--- src/rtl/hazard_pkg.sv ---
// Shared types and defaults for the N-way hazard unit and its load scoreboard.
package hazard_pkg;

  typedef enum logic {
    ST_IDLE = 1'b0,
    ST_HOLD = 1'b1
  } hold_state_t;

  localparam int unsigned DEF_LANES     = 2;
  localparam int unsigned DEF_REGW      = 5;
  localparam int unsigned DEF_LOAD_LAT  = 2;
  localparam int unsigned DEF_FLUSH_CYC = 1;

  localparam int unsigned STALL_W = 32;

  // A count of n states needs clog2(n) bits, but never fewer than one.
  function automatic int unsigned cnt_width(input int unsigned n);
    return (n <= 1) ? 1 : $clog2(n);
  endfunction

  localparam int unsigned SB_W_DEF   = cnt_width(DEF_LOAD_LAT);
  localparam int unsigned HOLD_W_DEF = cnt_width(DEF_FLUSH_CYC);

endpackage

--- src/rtl/load_scoreboard.sv ---
// Per-register countdown of loads still in flight; busy while the count is nonzero.
module load_scoreboard
  import hazard_pkg::*;
#(
  parameter int unsigned LANES    = DEF_LANES,
  parameter int unsigned REGW     = DEF_REGW,
  parameter int unsigned LOAD_LAT = DEF_LOAD_LAT
) (
  input  logic                  clk,
  input  logic                  rst,
  input  logic [LANES-1:0]      set_en,
  input  logic [LANES*REGW-1:0] set_reg,
  input  logic                  dec,
  output logic [(1<<REGW)-1:0]  busy
);

  localparam int unsigned NREG = 1 << REGW;
  localparam int unsigned SBW  = cnt_width(LOAD_LAT);
  localparam logic [SBW-1:0] SET_VAL = SBW'(LOAD_LAT - 1);

  logic [NREG-1:0][SBW-1:0] entry;
  logic [NREG-1:0]          hit;

  // A one-cycle load latency is fully covered by Execute-stage matching.
  always_comb begin
    hit = '0;
    for (int unsigned i = 0; i < LANES; i++) begin
      if (set_en[i] && (LOAD_LAT > 1)) hit[set_reg[i*REGW +: REGW]] = 1'b1;
    end
  end

  always_ff @(posedge clk or negedge rst) begin
    if (!rst) begin
      entry <= '0;
    end else begin
      for (int unsigned r = 0; r < NREG; r++) begin
        if (hit[r]) entry[r] <= SET_VAL;
        else if (dec && (entry[r] != '0)) entry[r] <= entry[r] - 1'b1;
      end
    end
  end

  always_comb begin
    busy = '0;
    for (int unsigned r = 0; r < NREG; r++) busy[r] = (entry[r] != '0);
  end

endmodule

--- src/rtl/hazard_unit_nway.sv ---
// N-way issue hazard unit: redirect/flush control, load-use and intra-bundle stalls.
module hazard_unit_nway
  import hazard_pkg::*;
#(
  parameter int unsigned LANES     = DEF_LANES,
  parameter int unsigned REGW      = DEF_REGW,
  parameter int unsigned LOAD_LAT  = DEF_LOAD_LAT,
  parameter int unsigned FLUSH_CYC = DEF_FLUSH_CYC
) (
  input  logic                  clk,
  input  logic                  rst,
  input  logic [LANES-1:0]      branch_e,
  input  logic [LANES-1:0]      taken_e,
  input  logic [LANES-1:0]      pred_e,
  input  logic [LANES-1:0]      pcsrc_e,
  input  logic [LANES-1:0]      mem_read_e,
  input  logic [LANES*REGW-1:0] wr_reg_e,
  input  logic [LANES*REGW-1:0] rs_d,
  input  logic [LANES*REGW-1:0] rt_d,
  input  logic [LANES*REGW-1:0] wr_reg_d,
  input  logic [LANES-1:0]      reg_write_d,
  output logic [LANES-1:0]      stall_d,
  output logic [LANES-1:0]      flush,
  output logic [LANES-1:0]      cpc,
  output logic                  redirect_busy,
  output logic [STALL_W-1:0]    stall_cnt
);

  localparam int unsigned HW = cnt_width(FLUSH_CYC);
  localparam logic [HW-1:0] HOLD_LOAD = HW'(FLUSH_CYC - 1);

  hold_state_t state, state_next;
  logic [HW-1:0] hold_cnt, hold_cnt_next;

  logic [LANES-1:0]       mispred, redir_lane, wrong_path, live_load, sb_set;
  logic [LANES-1:0]       hazard, stall_raw;
  logic [(1<<REGW)-1:0]   sb_busy;
  logic                   redirect, flush_active, found_m, found_r, chain;
  logic [REGW-1:0]        rs, rt, wr;

  // Lanes younger than the oldest redirecting lane are on the wrong path.
  always_comb begin
    mispred    = branch_e & (taken_e ^ pred_e);
    redir_lane = mispred | pcsrc_e;
    redirect   = |redir_lane;
    cpc        = '0;
    wrong_path = '0;
    found_m    = 1'b0;
    found_r    = 1'b0;
    for (int unsigned i = 0; i < LANES; i++) begin
      if (mispred[i] && !found_m) begin
        cpc[i]  = 1'b1;
        found_m = 1'b1;
      end
      wrong_path[i] = found_r;
      if (redir_lane[i]) found_r = 1'b1;
    end
    live_load = mem_read_e & ~wrong_path;
    sb_set    = '0;
    for (int unsigned i = 0; i < LANES; i++) begin
      sb_set[i] = live_load[i] && (wr_reg_e[i*REGW +: REGW] != '0);
    end
  end

  load_scoreboard #(
    .LANES    (LANES),
    .REGW     (REGW),
    .LOAD_LAT (LOAD_LAT)
  ) u_scoreboard (
    .clk     (clk),
    .rst     (rst),
    .set_en  (sb_set),
    .set_reg (wr_reg_e),
    .dec     (1'b1),
    .busy    (sb_busy)
  );

  always_ff @(posedge clk or negedge rst) begin
    if (!rst) begin
      state    <= ST_IDLE;
      hold_cnt <= '0;
    end else begin
      state    <= state_next;
      hold_cnt <= hold_cnt_next;
    end
  end

  // Leaving HOLD coincides with the counter stepping from 1 to 0.
  always_comb begin
    state_next    = state;
    hold_cnt_next = hold_cnt;
    if (redirect && (FLUSH_CYC > 1)) begin
      state_next    = ST_HOLD;
      hold_cnt_next = HOLD_LOAD;
    end else if (state == ST_HOLD) begin
      if (hold_cnt <= HW'(1)) begin
        state_next    = ST_IDLE;
        hold_cnt_next = '0;
      end else begin
        hold_cnt_next = hold_cnt - 1'b1;
      end
    end
    redirect_busy = (state == ST_HOLD);
    flush_active  = redirect || (state == ST_HOLD);
    flush         = flush_active ? '1 : '0;
  end

  always_comb begin
    hazard = '0;
    rs     = '0;
    rt     = '0;
    wr     = '0;
    for (int unsigned i = 0; i < LANES; i++) begin
      rs = rs_d[i*REGW +: REGW];
      rt = rt_d[i*REGW +: REGW];
      for (int unsigned j = 0; j < LANES; j++) begin
        wr = wr_reg_e[j*REGW +: REGW];
        if (live_load[j] && (((rs != '0) && (rs == wr)) || ((rt != '0) && (rt == wr))))
          hazard[i] = 1'b1;
      end
      if ((rs != '0) && sb_busy[rs]) hazard[i] = 1'b1;
      if ((rt != '0) && sb_busy[rt]) hazard[i] = 1'b1;
      for (int unsigned k = 0; k < LANES; k++) begin
        wr = wr_reg_d[k*REGW +: REGW];
        if ((k < i) && reg_write_d[k] && (wr != '0) && ((wr == rs) || (wr == rt)))
          hazard[i] = 1'b1;
      end
    end
  end

  always_comb begin
    stall_raw = '0;
    chain     = 1'b0;
    for (int unsigned i = 0; i < LANES; i++) begin
      chain        = chain | hazard[i];
      stall_raw[i] = chain;
    end
    stall_d = flush_active ? '0 : stall_raw;
  end

  always_ff @(posedge clk or negedge rst) begin
    if (!rst) begin
      stall_cnt <= '0;
    end else if ((|stall_d) && (stall_cnt != '1)) begin
      stall_cnt <= stall_cnt + 1'b1;
    end
  end

endmodule

--- config.mk ---
export PLATFORM = sky130hd
export DESIGN_NAME = hazard_unit_nway
export DESIGN_NICKNAME = d
export VERILOG_FILES = /design/src/rtl/hazard_pkg.sv /design/src/rtl/load_scoreboard.sv /design/src/rtl/hazard_unit_nway.sv
export SDC_FILE = /design/constraint.sdc
export NUM_CORES = 1
export LEC_CHECK = 0
export CORE_UTILIZATION = 40
export DETAILED_ROUTE_END_ITERATION = 16
export GPL_TIMING_DRIVEN = 0
export SLEW_MARGIN = 20
export SYNTH_ARGS = -nofsm -noshare
export SYNTH_HDL_FRONTEND = slang
export SYNTH_HIERARCHICAL = 1
export SYNTH_SLANG_ARGS = --single-unit
--- constraint.sdc ---
create_clock -name clk -period 4.6 [get_ports clk]
set_input_delay 0.92 -clock clk [delete_from_list [all_inputs] [get_ports clk]]
set_output_delay 0.92 -clock clk [all_outputs]
set_load 0.01 [all_outputs]
Yosys cells after proc, flatten, opt, wreduce, memory -nomap -nowiden
Cells that the tools add are included.
Storage, ports and cells
  register bits after elaboration: 66
  output and inout port bits: 39
  logic and storage cells: 231
Cells by class
  add/sub/neg operators: 34
  order comparisons: 9
  eq/ne operators: 11
  multiplexer cells: 95
  bitwise operators: 7
  reductions and logical operators: 40
Operator list (count)
  $mux W1: 85
  $mux W32: 2
  $eq A5 B5 Y1: 10
  $lt A5 B6 Y1 const B: 6
  $reduce_bool A5 Y1: 7
  $sub A1 B1 Y1 const B: 33
  $add A32 B1 Y32 const B: 1
  $ne A32 B32 Y1 const B: 1
  $or A32 B32 Y32: 1
  $logic_and A1 B1 Y1: 24
  $bmux W1 S5: 4
  $demux W1 S5: 2
  $ge A5 B1 Y1 const B: 2
  $logic_or A1 B1 Y1: 6
  $and A2 B2 Y2: 2
  $mux W2: 2
  $reduce_or A2 Y1: 2
  $not A2 Y2: 1
  $or A2 B2 Y2: 1
  $xor A2 B2 Y2: 1
  $le A1 B1 Y1 const B: 1
  $logic_not A1 Y1: 1
  $or A1 B1 Y1: 1

Longest topological paths before layout
Gate-level depths: netlist of run 1.
  depth in word-level cells: 16
  depth in mapped cells: 12

By module
The synthesis of run 1 kept the hierarchy.
Modules (own cells, without submodules)
  hazard_unit_nway: instances 1, cells an instance 392, area each 3590.9 um^2
  load_scoreboard: instances 1, cells an instance 125, area each 1539.0 um^2

Least setup slack after synthesis of run 1
Ideal clock, no wire load.
  kind: input to output
  start: input rt_d[1]
  end: output stall_d[1]
  arrival: 2.867 ns
  setup slack: 0.813 ns
  cell stages on the path: 8
  path buffers: 1
  cells stage by stage: buf_2 mux4_2 mux2_2 nor3b_1 nor3_1 or3_4 nor2_1 inv_1
On the way
  word-level cells in the longest chain between the ends: 10
  elaborated cells on any way between the ends: 18
RTL lines
  start, declared: line hazard_unit_nway.sv:19  | input logic [LANES*REGW-1:0] rt_d,
  $eq A5 B5 Y1 or $reduce_bool A5 Y1 (tied branches): line hazard_unit_nway.sv:118, hazard_unit_nway.sv:122
  $logic_and A1 B1 Y1: line hazard_unit_nway.sv:118  | if (live_load[j] && (((rs != '0) && (rs == wr)) || ((rt != '0) && (rt == wr))))
  $logic_or A1 B1 Y1: line hazard_unit_nway.sv:118
  $logic_and A1 B1 Y1: line hazard_unit_nway.sv:118
  $mux W1 (2 in a row): line hazard_unit_nway.sv:118
  $mux W1: line hazard_unit_nway.sv:121  | if ((rs != '0) && sb_busy[rs]) hazard[i] = 1'b1;
  $mux W1 *: line hazard_unit_nway.sv:122  | if ((rt != '0) && sb_busy[rt]) hazard[i] = 1'b1;
  $or A1 B1 Y1 *: line hazard_unit_nway.sv:135  | chain = chain | hazard[i];
  $mux W2 *: line hazard_unit_nway.sv:138  | stall_d = flush_active ? '0 : stall_raw;
  end, declared: line hazard_unit_nway.sv:22  | output logic [LANES-1:0] stall_d,
Mark *: on every way between the ends. The rest lies on a longest branch, timed or not. The select of a mux whose other input is x is not followed.

Final worst setup path of run 1
  start: input wr_reg_e[5]
  end: output stall_d[1]
On the way
  word-level cells in the longest chain between the ends: 10
  elaborated cells on any way between the ends: 21
RTL lines
  start, declared: line hazard_unit_nway.sv:17  | input logic [LANES*REGW-1:0] wr_reg_e,
  $eq A5 B5 Y1: line hazard_unit_nway.sv:118
  $logic_and A1 B1 Y1: line hazard_unit_nway.sv:118
  $logic_or A1 B1 Y1: line hazard_unit_nway.sv:118
  $logic_and A1 B1 Y1: line hazard_unit_nway.sv:118
  $mux W1: line hazard_unit_nway.sv:118
  $mux W1: line hazard_unit_nway.sv:121
  $mux W1: line hazard_unit_nway.sv:122
  $mux W1: line hazard_unit_nway.sv:125  | if ((k < i) && reg_write_d[k] && (wr != '0) && ((wr == rs) || (wr == rt)))
  $or A1 B1 Y1 *: line hazard_unit_nway.sv:135
  $mux W2 *: line hazard_unit_nway.sv:138
Mark *: on every way between the ends. The rest lies on a longest branch, timed or not.

==> results of run 1 <==
## metrics by stage
stage	TNS (ns)	cell area [um^2]	instances	hold slack, ns
2_1_floorplan	0	5140	521	0.515
3_3_place_gp	-0.541	6130	770	0.487
3_5_place_dp	-0.562	6160	771	0.474
4_1_cts	0	6570	792	0.403
5_1_grt	0	6580	794	0.402
6_report	0	6590	795	0.405
## kinds of logic after synthesis
kind of cell / after synthesis
AO/OA/AOI/OAI: 72
XOR/XNOR: 82
adder cells (fa/ha/maj): 1
buffers and inverters: 53
flip-flops: 64
multiplexers: 44
other: 2
AND/OR/NAND/NOR: 199
## worst paths after layout
path                            cells after the start  slack (ns)                           endpoint                        startpoint
min in group clk                                    1        0.49           stall_cnt[4]$_DFFE_PN0P_          stall_cnt[4]$_DFFE_PN0P_
max in group asynchronous                           2        3.68  u_scoreboard/busy[12]$_DFFE_PN0P_                               rst
worst max register to register                      9        1.52           stall_cnt[1]$_DFFE_PN0P_  u_scoreboard/busy[8]$_DFFE_PN0P_
worst min register to register                      1        0.49           stall_cnt[4]$_DFFE_PN0P_          stall_cnt[4]$_DFFE_PN0P_
worst min-delay path                                1        0.41          stall_cnt[26]$_DFFE_PN0P_                               rst
worst max-delay path                               10        0.18                         stall_d[1]                       wr_reg_e[5]
## layout by cell type (no fill, tap or decap), types with 16 or more instances in the layout
cell and n:
clkdlybuf4s50_1 70, dfrtp_1 64, xor2_1 41, xnor2_1 41, nand2b_1 33, nand3_1 29, o221ai_1 25, mux4_2 22
nor2_1 22, nand2_1 17, mux2i_1 17, nor3_1 16
## per-layer routing
layer | GRT usage [%] | vias up
met2 | 39.2 | 195
met5 | 0 | -
met4 | 9.52 | 0
met1 | 34.4 | 2266
li1 | - | 2121
met3 | 3.90 | 24
## area by class of cell
| type | instances | area share [%] |
|---|---|---|
| multi-input combinational | 404 | 50.3 |
| clock buffer | 11 | 3.53 |
| sequential | 64 | 24.3 |
| buffer | 43 | 4.03 |
| antenna | 1 | 0.0380 |
| timing repair buffer | 85 | 12.7 |
| inverter | 10 | 0.570 |
| tap | 172 | 3.27 |
| clock inverter | 5 | 1.24 |
## state kept, by name (all words and copies together) (netlist names)
register and cells:
stall_cnt 32, u_scoreboard/busy 32
## timing repair
| action | in CTS | in global routing |
|---|---|---|
| gates cloned | 1 | 0 |
| gates resized for setup | 28 | 0 |
| buffers inserted | 4 | 2 |
| pin swaps | 4 | 1 |
| endpoints found under the setup margin | 1 | 1 |
## worst register-to-register path, delay by kind of cell, from the launching register on
kind | cells | cell delay, ns
AO/OA/AOI/OAI | 4 | 0.77
buffers and inverters | 1 | 0.21
AND/OR/NAND/NOR | 1 | 0.42
multiplexers | 3 | 1.14
flip-flops | 1 | 0.44
## power by group through the flow
stage	Sequential [mW]	Clock, mW	Combinational [mW]
2_1_floorplan	0.647	0	0.213
4_1_cts	0.639	0.730	0.399
3_5_place_dp	0.647	0	0.388
3_3_place_gp	0.647	0	0.381
5_1_grt	0.647	0.754	0.438
6_report	0.640	0.720	0.401
==> results by group, run 1 <==
Status
  – Outcome: finished, final reports clean

Power
  – Pwr Density: about 270 mW/mm^2
  – Net Switching: 0.488 mW
  – Maximum vdd drop: 261 uV
  – Clk network pwr share: 40.9%
  – Leakage: around 2.6 nW
  – Final Power: 1.76 mW
  – Switching share of power: 27.7%
  – Internal: 1.27 mW
  – Seq pwr share: 36.3%
  – Combinational power share: 22.8%

STA
  – Slew HR: 62.5%
  – Fmax: between 200 and 250 MHz
  – Worst Max-Slew Pin Slew: 0.558 ns
  – Final worst slack: 0.183 ns
  – RSZ-0062 raised after global routing: false
  – Final Cycle Share: a little over nine tenths
  – Final setup vio count: 0
  – Max Transition Viols Final: 0
  – Fin crit period: 4.42 ns
  – Final clock skew: 0.0123 ns
  – Final hold violation count: 0

Place
  – Post-DP HPWL: between 10000 and 15000 um
  – Dpl ws: -0.562 ns
  – I/O Buffers: 77
  – Final RePlAce weighted congestion: between 0.9 and 1

Yosys
  – XOR/XNOR share of the synthesized area: 14.0%
  – Mapped Cells: between 500 and 600
  – Synth cell count leaders: dfrtp_1 (64), xnor2_1 (41), xor2_1 (41)
  – Simple-Gate Fraction of Synth Area: 22.7%
  – Top-count cell post-synth: dfrtp_1
  – Register bit total from synthesis: 64
  – Largest family of logic cells by synthesized area: simple AND/OR/NAND/NOR gates
  – Post-synthesis mux area share: 14.4%
  – Mapped Area: ~0.0051 mm^2
  – Synth area leaders: dfrtp_1 (31%), mux4_2 (9.7%), xnor2_1 (7.0%)
  – Seq/Total Area, Yosys: 31.2%
  – Compound-Gate Fraction of Synth Area: ~12%
  – Area leader, netlist: dfrtp_1
  – Avg Cell Area, Syn: 9.92 um^2
  – Synth Warn #: 6
  – Post-synth EDFFs: 0
  – Post-Synth Adder-Cell Area: less than 1%
  – Synth cell types: 57
  – Fraction of registers with async set/reset: 100%
  – Top-area cell type share of the netlist area: between 30% and 40%
  – Top FF cell, synth: dfrtp_1

Global routing
  – Overflow after GRT: 0
  – Initial antenna violation count: 0
  – Pin count of the biggest net entering global routing: 58
  – Total track usage: approximately a quarter
  – First-pass GRT wire length: 24900 um
  – Vias in the first global route: between 4000 and 5000

Clock tree
  – CTS Hold Bufs: 0
  – CTS buffer count: 9
  – Clk Latency, worst-skew pair: 0.33 ns
  – CTS root buf: clkbuf_16
  – Clock sink count: 64
  – Clk slew on worst S/H paths: 0.06 ns
  – CTS tree: done
  – H-tree Lvls: 3
  – Clock tree buffer depth: 2

Routing
  – DRC errors left: 0
  – DR pass1 iterations: 5
  – Drt wl/cell: 19.7 um
  – Antenna-violating nets left: 0
  – Highest Signal Layer: met4
  – M1 WL: 6880 um
  – Met3 Routed Length: 958 um
  – DR vias: 4606
  – Metal2 WL: 7440 um
  – DRT Wirelength: 15700 um
  – Vias per Instance: 5.79
  – Iteration-0 DRC Markers: 354

Layout
  – Fillers: 1176
  – Multi-input logic area: 0.00331 mm^2
  – FF+latch area: 0.00160 mm^2
  – Share of cells above drive strength 1: between 10% and 20%
  – Fin nets: 672
  – Area Growth Syn to Fin: 28.4%
  – Fin util: 52.4%

Floorplan
  – Die width: between 100 and 150 um
  – Total die area: 0.0133 mm^2
  – IO Count: 93
  – Row count: 41
  – Core area: between 0.01 and 0.015 mm^2
  – Die Y: 115 um
  – Initial core utilization: 40.8%

Critical path
  – Crit path DAT: 3.50 ns
  – Bufs and invs on worst path: 4
  – Critical Path, Cell by Cell: clkdlybuf4s50_1 -> clkbuf_4 -> or4_1 -> o2111ai_1 -> o41ai_1 -> a211oi_2 -> a31oi_4 -> nor2_4 -> inv_1 -> dlygate4sd2_1
  – CP Capture Type: output port
  – Slowest cell on crit path: or4_1
  – Worst stage delay on the critical path: 0.56 ns
  – CP Launch Type: input pin
  – Delay-heaviest family, CP: buffers and inverters
  – WS Path Type: in2out
  – CP Data Required Time: 3.68 ns
  – Worst-path maximum fanout: 5

Run
  – Number of max-cap violations: 0

Min path
  – Worst min path class: in2async
Note: power is estimated with default switching activity, not from simulation.
==> run 2: changes to the inputs <==
Settings changed: CORE_MARGIN set to 2.
==> run 2 against run 1 <==
Net effect:
- non-clock buffer count up 3
- core utilization grew 0.14 points
- register-to-register slack improved by 0.02 ns
- clock skew shrank 0.0043 ns
- sequential power about the same
- die area increased by 3.5%
- setup slack lost 0.034 ns
- cell area rose by 0.27%
- fmax down 0.77%
- largest cell class unchanged
- highest routed layer unchanged
==> results by group, run 2 (same netlist as run 1, synthesis figures left out) <==
Layout
  – # diodes: 0 (-1)
  – Share of cells above drive strength 1: 16.6% (+1.4 points)
  – Most frequent cells in the layout: clkdlybuf4s50_1 (70), dfrtp_1 (64), xor2_1 (41), xnor2_1 (41), nand2b_1 (33)
  – Fin nets: 675 (+0.45%)
  – Final instance area: 0.00660 mm^2 (+0.27%)
  – Commonest non-fill, non-tap cell in the layout: clkdlybuf4s50_1
  – Area Growth Syn to Fin: 28.7%

STA
  – Fin crit period: 4.45 ns (+0.0341 ns)
  – Worst Max-Slew Pin Slew: 0.558 ns (+0.000125 ns)
  – Slew HR: 62.8% (+0.33 points)
  – Worst hold slack: 0.438 ns (+0.0323 ns)
  – Final setup vio count: 0 (unchanged)
  – Final Cycle Share: 96.8% (+0.74 points)
  – Max Transition Viols Final: 0 (unchanged)
  – RSZ-0062 raised after global routing: false
  – Final hold violation count: 0 (unchanged)
  – TNS Setup: 0 ns (unchanged)
  – Fmax: 225 MHz (-0.77%)
  – Final clock skew: 0.00802 ns (-0.00429 ns)
  – Final worst slack: 0.149 ns (-0.0341 ns)

Routing
  – DRC errors left: 0 (unchanged)
  – DR pass1 iterations: 5 (unchanged)
  – Drt wl/cell: 19.7 um (about the same)
  – DRT Wirelength: 15700 um (+0.24%)
  – Vias per Instance: 5.86 (+1.2%)
  – DR vias: 4674 (+1.5%)
  – Iteration-0 DRC Markers: 436 (+23%)
  – Antenna-violating nets left: 0 (unchanged)

Global routing
  – Total track usage: 23.5% (-1.4 points)
  – Vias in the first global route: 4582 (+0.90%)
  – Met3 usage: 3.09% (-0.81 points)
  – Initial antenna violation count: 0 (unchanged)
  – First-pass GRT wire length: 24800 um (-0.66%)
  – Pin count of the biggest net entering global routing: 55 (-5.2%)
  – Met1 usage: 33.1% (-1.2 points)
  – Met2 Use GR: 36.1% (-3.1 points)
  – Overflow after GRT: 0 (unchanged)
  – GR peak layer: met2

Clock tree
  – Clk slew on worst S/H paths: 0.05 ns (about the same)
  – Clk Latency, worst-skew pair: 0.33 ns (about the same)
  – Clock tree buffer depth: 2 (unchanged)
  – Clock sink count: 64 (unchanged)
  – CTS root buf: clkbuf_16
  – CTS buffer count: 9 (unchanged)
  – CTS Hold Bufs: 0 (unchanged)
  – H-tree Lvls: 3 (unchanged)
  – CTS tree: done

Power
  – Maximum vdd drop: 250 uV (-4.3%)
  – Pwr Density: 262 mW/mm^2 (-2.0%)
  – Final Power: 1.73 mW (-1.7%)
  – Leakage: 2.65 nW (+0.64%)

Floorplan
  – Initial core utilization: 40.8% (unchanged)
  – IO Count: 93 (unchanged)
  – Total die area: 0.0137 mm^2 (+3.5%)
  – Die width: 117 um (+1.7%)
  – Row count: 41 (unchanged)
  – Die Y: 117 um (+1.7%)
  – Core area: 0.0126 mm^2 (unchanged)

Place
  – Dpl ws: -0.571 ns (-0.00894 ns)
  – Area after DPL: 0.00616 mm^2 (unchanged)
  – Post-DP HPWL: 11500 um (+1.1%)
  – Final RePlAce weighted congestion: 0.891 (-2.0%)
  – I/O Buffers: 77 (unchanged)

Critical path
  – WS Path Type: in2out
  – CP Data Required Time: 3.68 ns (about the same)
  – Critical R2R Launch: u_scoreboard/busy[8]$_DFFE_PN0P_
  – CP Capture Type: output port
  – R2r setup slk: 1.54 ns (+0.02 ns)
  – Cells on worst reg2reg path: 9 (unchanged)
  – Worst-path maximum fanout: 4 (-1)
  – FF-to-FF End: stall_cnt[1]$_DFFE_PN0P_
  – Crit path DAT: 3.53 ns (+0.03 ns)
  – Critical path launch point: rt_d[1]
  – CP Launch Type: input pin

Status
  – Outcome: finished, final reports clean

Run
  – Number of max-cap violations: 0 (unchanged)

Min path
  – Worst min path class: in2async
run 2: worst max-delay path: stages:
cell and delay [ns]:
clkdlybuf4s50_1 0.50, buf_6 0.14, mux4_2 0.49, mux2_2 0.29, nor3b_1 0.19, nor3_1 0.11, or3_4 0.43, nor2_4 0.14
inv_1 0.05, dlygate4sd2_1 0.27
run 2: cell type report:
cell class / count / area [um^2]
clock buffer: 10 / 239
timing repair buffer: 88 / 863
clock inverter: 6 / 67.6
tap: 172 / 215
fill: 1157 / 5970
inverter: 10 / 37.5
multi-input combinational: 404 / 3310
buffer: 43 / 265
sequential: 64 / 1600
run 2: metrics by stage:
stage	utilization, %	instances
finish	52.5	797
global route	52.5	797
global placement	48.8	770
CTS	52.3	794
floorplan	-	521
detailed placement	49.0	771
run 2: worst max path at each step:
stage                  to  depth (start not counted)
2_1_floorplan  stall_d[1]                          8
3_3_place_gp   stall_d[1]                         11
3_5_place_dp   stall_d[1]                         11
4_1_cts        stall_d[0]                          8
5_1_grt        stall_d[1]                         10
6_report       stall_d[1]                         10
run 2: where the power goes:
part | internal, mW | leakage, nW | switching, mW
Combinational | 0.205 | 1.64 | 0.199
Sequential | 0.595 | 0.863 | 0.0450
Clock | 0.435 | 0.145 | 0.252
Total | 1.24 | 2.65 | 0.496
run 2: what timing repair did:
item / in CTS / in global routing
endpoints found under the hold margin: 0 / 0
pin swaps: 6 / 1
cloned: 0 / 0
gates resized for setup: 25 / 8
setup endpoints to repair: 1 / 2
setup buffers: 7 / 3
run 2: metal layers:
metal | vias to the layer above | part of all wire, %
li1 | 2132 | -
met1 | 2299 | 43
met2 | 203 | 47
met3 | 40 | 6.6
met4 | 0 | 2.9
met5 | - | 0
==> run 3: changes to the inputs <==
Settings changed: GPL_ROUTABILITY_DRIVEN set to 0.
==> results of run 3 <==
Same layout as run 2: the final DEF is identical, and so are final timing and power.
